--- src/rtl/xcore_bpu_pkg.sv ---
// Shared definitions for the Xcore dynamic branch prediction unit:
// opcode constants, instruction classification, 2-bit counter encodings
// and the link-register test used by the return-address stack logic.
package xcore_bpu_pkg;

    localparam logic [6:0] OP_BRANCH = 7'b1100011;
    localparam logic [6:0] OP_JAL    = 7'b1101111;
    localparam logic [6:0] OP_JALR   = 7'b1100111;

    typedef enum logic [1:0] {
        IT_NONE = 2'd0,
        IT_B    = 2'd1,
        IT_JAL  = 2'd2,
        IT_JALR = 2'd3
    } instr_type_e;

    // Saturating direction counter states; bit 1 is the taken prediction.
    typedef enum logic [1:0] {
        CTR_SNT = 2'b00,
        CTR_WNT = 2'b01,
        CTR_WT  = 2'b10,
        CTR_ST  = 2'b11
    } ctr_e;

    // x1 (ra) and x5 (t0) are the architectural link registers.
    function automatic logic is_link(input logic [4:0] r);
        return (r == 5'd1) || (r == 5'd5);
    endfunction

endpackage

--- src/rtl/xcore_bpu_ras.sv ---
// Return-address stack: circular buffer with a saturating depth counter.
// A push when full overwrites the oldest entry. push together with a
// successful pop replaces the top entry in place (depth unchanged).
// Ports: bpu_clk, bpu_rst (sync, active-high), push, pop, push_data in;
//        top (current top entry), empty out.
module xcore_bpu_ras
    import xcore_bpu_pkg::*;
#(
    parameter int unsigned RAS_DEPTH = 4
) (
    input  logic        bpu_clk,
    input  logic        bpu_rst,
    input  logic        push,
    input  logic        pop,
    input  logic [31:0] push_data,
    output logic [31:0] top,
    output logic        empty
);

    localparam int unsigned PTR_W = $clog2(RAS_DEPTH);
    localparam int unsigned CNT_W = $clog2(RAS_DEPTH + 1);

    logic [31:0]      mem [RAS_DEPTH];
    logic [PTR_W-1:0] ptr;       // next write slot
    logic [PTR_W-1:0] top_ptr;
    logic [CNT_W-1:0] depth;
    logic             do_pop;

    assign top_ptr = ptr - PTR_W'(1);
    assign empty   = (depth == '0);
    assign top     = mem[top_ptr];
    assign do_pop  = pop && !empty;

    // Pointer and depth bookkeeping.
    always_ff @(posedge bpu_clk) begin
        if (bpu_rst) begin
            ptr   <= '0;
            depth <= '0;
        end else if (push && do_pop) begin
            ptr   <= ptr;
            depth <= depth;
        end else if (push) begin
            ptr <= ptr + PTR_W'(1);
            if (depth != CNT_W'(RAS_DEPTH)) begin
                depth <= depth + CNT_W'(1);
            end
        end else if (do_pop) begin
            ptr   <= top_ptr;
            depth <= depth - CNT_W'(1);
        end
    end

    // Entry storage; pop-then-push rewrites the current top.
    always_ff @(posedge bpu_clk) begin
        if (!bpu_rst && push) begin
            if (do_pop) begin
                mem[top_ptr] <= push_data;
            end else begin
                mem[ptr] <= push_data;
            end
        end
    end

endmodule

--- src/rtl/xcore_bpu_dyn.sv ---
// Dynamic branch prediction unit at the IF/ID boundary.
// B-type direction from a PC-indexed table of 2-bit saturating counters
// (trained from commit), JAL always taken, JALR returns from the RAS.
// Ports: bpu_clk, bpu_rst (sync, active-high); decode-side cur_instr_*,
//        instr_b_off, instr_jal_off; flush_valid, stall_valid; training
//        upd_valid/upd_pc/upd_taken; outputs bpu_jump_valid and
//        bpu_instr_adr (combinational, same cycle as decode inputs).
module xcore_bpu_dyn
    import xcore_bpu_pkg::*;
#(
    parameter int unsigned BHT_ENTRIES = 64,
    parameter int unsigned RAS_DEPTH   = 4
) (
    input  logic        bpu_clk,
    input  logic        bpu_rst,
    input  logic [31:0] cur_instr_pc,
    input  logic [6:0]  cur_instr_op,
    input  logic [4:0]  cur_instr_rd,
    input  logic [4:0]  cur_instr_rs1,
    input  logic [12:0] instr_b_off,
    input  logic [20:0] instr_jal_off,
    input  logic        flush_valid,
    input  logic        stall_valid,
    input  logic        upd_valid,
    input  logic [31:0] upd_pc,
    input  logic        upd_taken,
    output logic        bpu_jump_valid,
    output logic [31:0] bpu_instr_adr
);

    localparam int unsigned IDX_W = $clog2(BHT_ENTRIES);

    logic [1:0]       bht [BHT_ENTRIES];
    logic             bpu_stop;
    logic             suppress;
    instr_type_e      itype;
    logic [IDX_W-1:0] cur_idx;
    logic [IDX_W-1:0] upd_idx;
    logic             rd_link;
    logic             rs1_link;
    logic [31:0]      pc_plus4;
    logic [31:0]      b_target;
    logic [31:0]      jal_target;
    logic             pred_taken;
    logic [31:0]      pred_target;
    logic             ras_push;
    logic             ras_pop;
    logic [31:0]      ras_top;
    logic             ras_empty;
    logic             unused_upd_pc_bits;

    assign cur_idx    = cur_instr_pc[IDX_W+1:2];
    assign upd_idx    = upd_pc[IDX_W+1:2];
    assign rd_link    = is_link(cur_instr_rd);
    assign rs1_link   = is_link(cur_instr_rs1);
    assign pc_plus4   = cur_instr_pc + 32'd4;
    assign b_target   = cur_instr_pc + {{19{instr_b_off[12]}}, instr_b_off};
    assign jal_target = cur_instr_pc + {{11{instr_jal_off[20]}}, instr_jal_off};
    assign suppress   = flush_valid | stall_valid | bpu_stop;
    assign unused_upd_pc_bits = ^{upd_pc[31:IDX_W+2], upd_pc[1:0]};

    // Instruction-type decode.
    always_comb begin
        itype = IT_NONE;
        case (cur_instr_op)
            OP_BRANCH: itype = IT_B;
            OP_JAL:    itype = IT_JAL;
            OP_JALR:   itype = IT_JALR;
            default:   itype = IT_NONE;
        endcase
    end

    // Direction, target and RAS action per instruction type.
    always_comb begin
        pred_taken  = 1'b0;
        pred_target = pc_plus4;
        ras_push    = 1'b0;
        ras_pop     = 1'b0;
        case (itype)
            IT_B: begin
                pred_taken  = bht[cur_idx][1];
                pred_target = b_target;
            end
            IT_JAL: begin
                pred_taken  = 1'b1;
                pred_target = jal_target;
                ras_push    = rd_link;
            end
            IT_JALR: begin
                pred_taken  = rs1_link && !ras_empty;
                pred_target = ras_top;
                ras_push    = rd_link;
                // rd == rs1 (both link) is a plain push, not a swap.
                ras_pop     = rs1_link && !(rd_link && (cur_instr_rd == cur_instr_rs1));
            end
            default: begin
                pred_taken = 1'b0;
            end
        endcase
        if (suppress) begin
            ras_push = 1'b0;
            ras_pop  = 1'b0;
        end
    end

    assign bpu_jump_valid = pred_taken && !suppress;
    assign bpu_instr_adr  = pred_taken ? pred_target : pc_plus4;

    // Stop flag delays resumption one cycle after a flush or stall.
    always_ff @(posedge bpu_clk) begin
        if (bpu_rst) begin
            bpu_stop <= 1'b0;
        end else begin
            bpu_stop <= flush_valid | stall_valid;
        end
    end

    // Counter table training; lookups this cycle still see the old value.
    always_ff @(posedge bpu_clk) begin
        if (bpu_rst) begin
            for (int unsigned i = 0; i < BHT_ENTRIES; i++) begin
                bht[i] <= CTR_WNT;
            end
        end else if (upd_valid) begin
            if (upd_taken) begin
                if (bht[upd_idx] != CTR_ST) begin
                    bht[upd_idx] <= bht[upd_idx] + 2'd1;
                end
            end else if (bht[upd_idx] != CTR_SNT) begin
                bht[upd_idx] <= bht[upd_idx] - 2'd1;
            end
        end
    end

    xcore_bpu_ras #(
        .RAS_DEPTH (RAS_DEPTH)
    ) u_ras (
        .bpu_clk   (bpu_clk),
        .bpu_rst   (bpu_rst),
        .push      (ras_push),
        .pop       (ras_pop),
        .push_data (pc_plus4),
        .top       (ras_top),
        .empty     (ras_empty)
    );

endmodule
--- config.mk ---
export PLATFORM = sky130hd
export DESIGN_NAME = xcore_bpu_dyn
export DESIGN_NICKNAME = d
export VERILOG_FILES = /design/src/rtl/xcore_bpu_pkg.sv /design/src/rtl/xcore_bpu_ras.sv /design/src/rtl/xcore_bpu_dyn.sv
export SDC_FILE = /design/constraint.sdc
export NUM_CORES = 1
export LEC_CHECK = 0
export ABC_CLOCK_PERIOD_IN_PS = 13900
export CAP_MARGIN = 20
export CORE_ASPECT_RATIO = 1.1
export CORE_MARGIN = 2
export CORE_UTILIZATION = 59
export DETAILED_ROUTE_END_ITERATION = 10
export GPL_ROUTABILITY_DRIVEN = 0
export PLACE_DENSITY = 0.88
export REMOVE_ABC_BUFFERS = 1
export SLEW_MARGIN = 30
export SYNTH_ARGS = -nofsm -noshare
export SYNTH_HDL_FRONTEND = slang
export SYNTH_HIERARCHICAL = 1
export SYNTH_SLANG_ARGS = --single-unit
--- constraint.sdc ---
create_clock -name bpu_clk -period 13.9 [get_ports bpu_clk]
set_input_delay 2.78 -clock bpu_clk [delete_from_list [all_inputs] [get_ports bpu_clk]]
set_output_delay 2.78 -clock bpu_clk [all_outputs]
set_load 0.005 [all_outputs]
==> results by group <==
Outcome
  • Status: complete, no violations

Placed design
  • HPWL Detailed: between 20 and 30 mm
  • Post-Place Cells: 1757
  • PortBufs: 127
  • Placed Area: 16800 um2

Finish
  • P&R area growth vs syn: 15.1%
  • Post-route insts no fill: approximately 1800
  • Final nets: 1608
  • Area occupied by multi-input gates: 7070 um2
  • Final Cell Area: ~18000 um2
  • Antenna cells: 0
  • Layout cells sized above 1: 12.2%
  • Layout fillers: 1782
  • Sequential Area: 7810 um2

Synth
  • Asr flop ratio synth: 0%
  • Yosys warnings: 6
  • Synth Instances: 1358
  • Most frequent cell after synthesis: edfxtp_1
  • Synth area leader: edfxtp_1
  • Ys flop type: edfxtp_1
  • Syn Std Cell Area: 15400 um2
  • Share of the yosys chip area belonging to registers: slightly above 50%
  • Mean Syn Cell Area: 11.3 um2
  • Synth top cells by count: edfxtp_1 (256), nand2_1 (156), nor2_1 (119)
  • Synth area leaders: edfxtp_1 (50%), mux4_2 (8.8%), nand2_1 (3.8%)
  • Synth top area share: 50.0%
  • Number of synthesized flops with an enable pin: approximately 260
  • FF+latch count, synth: 262
  • Unique masters post-synth: 75

CTS
  • Cts bufs inserted: 27
  • Clock transition at the registers of the reported paths: 0.06 ns
  • CTS root buf: clkbuf_16
  • CTS tree: yes
  • Clock buffer depth: 3
  • Clock sink total: 262
  • Clock Latency Late Sink: 0.54 ns
  • CTS resizes: 0
  • Postcts setup bufs: 0
  • Hold Buf Count CTS: 0
  • H-tree depth: 1

Detailed routing
  • Routed WL: ~40 mm
  • Via density: roughly 6.7
  • DR pass1 iterations: 6
  • Initial DRC Count: about 1300
  • Routed wire per std cell: roughly 22 um
  • Residual DRC count: 0
  • Remaining antenna violation count after routing: 0
  • Via count: 12100

Worst setup path
  • Critical-path cell list: clkdlybuf4s50_1, nor2b_1, nand4_1, inv_1, nand2_1, inv_1, ha_1, buf_4, nand2b_1, nand2_1, ha_1, a21oi_1, o21ai_0, nor2_1, nor4bb_1, nor2_1, nor4b_1, o311ai_0, o21a_1, clkdlybuf4s50_1
  • RR Startpoint: bht[45][0]
  • Largest stage delay, worst path: 0.60 ns
  • Worst path arrival time: 7.98 ns
  • CP max stage cell: nor4bb_1
  • CP delay by family, top: simple AND/OR/NAND/NOR gates
  • Critical Path RT: 11.12 ns
  • Buf/Inv on CP: 5
  • Worst setup SP type: input pin
  • Beginning of the critical path: cur_instr_op[6]
  • CP Max Fanout: 23
  • Crit. End Element: primary output
  • Critical path class: input pin to primary output

Timing
  • Final setup fails: 0
  • Worst slew pin tran: between 1 and 1.5 ns
  • RSZ-0062 raised after global routing: no
  • Final hold viol count: 0
  • Fmax: 92.9 MHz
  • Setup TNS: 0 ns
  • Tcrit/Tclk final: 77.4%
  • Fin crit period: 10.76 ns
  • Slew HR: 33.0%
  • Pins over their slew limit: 0
  • Worst Skew: 0.0176 ns

Floorplan
  • Cell row count: 61
  • Core area: 25500 um2
  • IO Pins: 154
  • Die Y: 173 um
  • Initial Util: 60.3%
  • Die X: 158 um
  • Die Area: 27400 um2

Pwr
  • Power share of the combinational group: 14.4%
  • Sw power: 453 uW
  • Lkg Pwr: 5.55 nW
  • Internal power: 1.39 mW
  • Sw frac: 24.6%
  • Sequential fraction of design power: a little under half
  • Power density over cell area: around 100 nW/um2
  • Worst VDD drop: 0.114 mV
  • Clk pwr share: 37.9%

Hold path
  • Min-Delay Path Class: flop to flop
  • Min-delay src: u_ras/ptr[0]

Global route
  • First-pass GRT wire length: slightly above 60 mm
  • Gr usage total: between 20% and 30%
  • Pin count of the biggest net entering global routing: 64
  • Initial antenna violation count: 0
  • Vias in the first global route: roughly 12000
  • Grt total ovfl: 0

Flow run
  • Max-cap violation count: 0
## power by group through the flow
stage	logic, mW	registers (mW)	clock network [mW]
after floorplan	0.148	0.893	0
after global placement	0.250	0.895	0
after detailed placement	0.258	0.896	0
after CTS	0.260	0.879	0.702
after global routing	0.285	0.880	0.734
final	0.265	0.879	0.700
## state kept, by name, indices dropped and copies added, names as in the netlist
register / flops
u_ras/ptr: 2
bpu_stop: 1
bht: 128
u_ras/mem: 128
u_ras/depth: 3
## worst min-delay path, cell delays in order (launching register included)
cell     delay [ns]
dfxtp_2        0.36
xnor2_1        0.13
nor2_1         0.04
## layout make-up
class | count | area share (%)
Clock buffer | 31 | 3.90
Clock inverter | 17 | 0.890
Inverter | 23 | 0.488
Multi-Input combinational cell | 972 | 39.9
Sequential cell | 262 | 44.1
Tap cell | 346 | 2.44
Timing Repair Buffer | 154 | 8.25
## cell usage in the layout (no fill, tap or decap), types with 9 or more instances in the layout
cell and count:
a22oi_1 23, xnor2_1 37, ha_1 45, buf_4 28, clkbuf_16 27, clkdlybuf4s50_1 124, nand2_1 156, nand3_1 88
inv_1 23, nor2b_1 13, o21ai_0 34, nor3_1 19, and3_1 10, nor2_1 119, mux4_2 60, a31oi_1 14
and2_1 9, mux2i_1 23, edfxtp_1 256, o21ai_1 57, xor2_1 20, mux2_2 21, nand4_1 12, a21oi_1 58
o211ai_1 9
## stage by stage
| step | hold WS (ns) | setup WS, ns | power [mW] | utilization (%) |
|---|---|---|---|---|
| floorplan | 0.514 | 2.66 | 1.04 | - |
| global placement | 0.553 | 3.14 | 1.15 | 66.0 |
| detailed placement | 0.548 | 3.09 | 1.15 | 66.0 |
| CTS | 0.557 | 3.07 | 1.84 | 69.4 |
| global route | 0.585 | 2.66 | 1.90 | 69.5 |
| finish | 0.559 | 3.14 | 1.84 | 69.5 |
## kinds of logic (layout without fill, tap and decap cells)
family                   after synthesis  count (layout)  synth area share (%)
XOR/XNOR                              57              57                  3.25
flip-flops                           262             262                  50.8
AND/OR/NAND/NOR                      485             485                  14.9
adder cells (fa/ha/maj)               47              47                  3.92
buffers and inverters                124             225                  3.93
AO/OA/AOI/OAI                        279             279                  11.5
multiplexers                         104             104                  11.8
## layer usage
metal	up-vias	track usage, %	routed length [um]
met3	143	4.43	3960
met1	5772	35.4	13700
li1	5325	-	-
met4	0	12.9	1780
met2	829	50.4	20400
met5	-	0	0
## path summary, 6_finish.rpt
check / end / slack (ns) / depth (start not counted)
min reg2reg: u_ras/ptr[0] / 0.56 / 2
max: bpu_instr_adr[31] / 3.14 / 20
max reg2reg: bht[31][0] / 10.02 / 9
min: u_ras/ptr[0] / 0.56 / 2
Power figures use the tool's default switching activity.
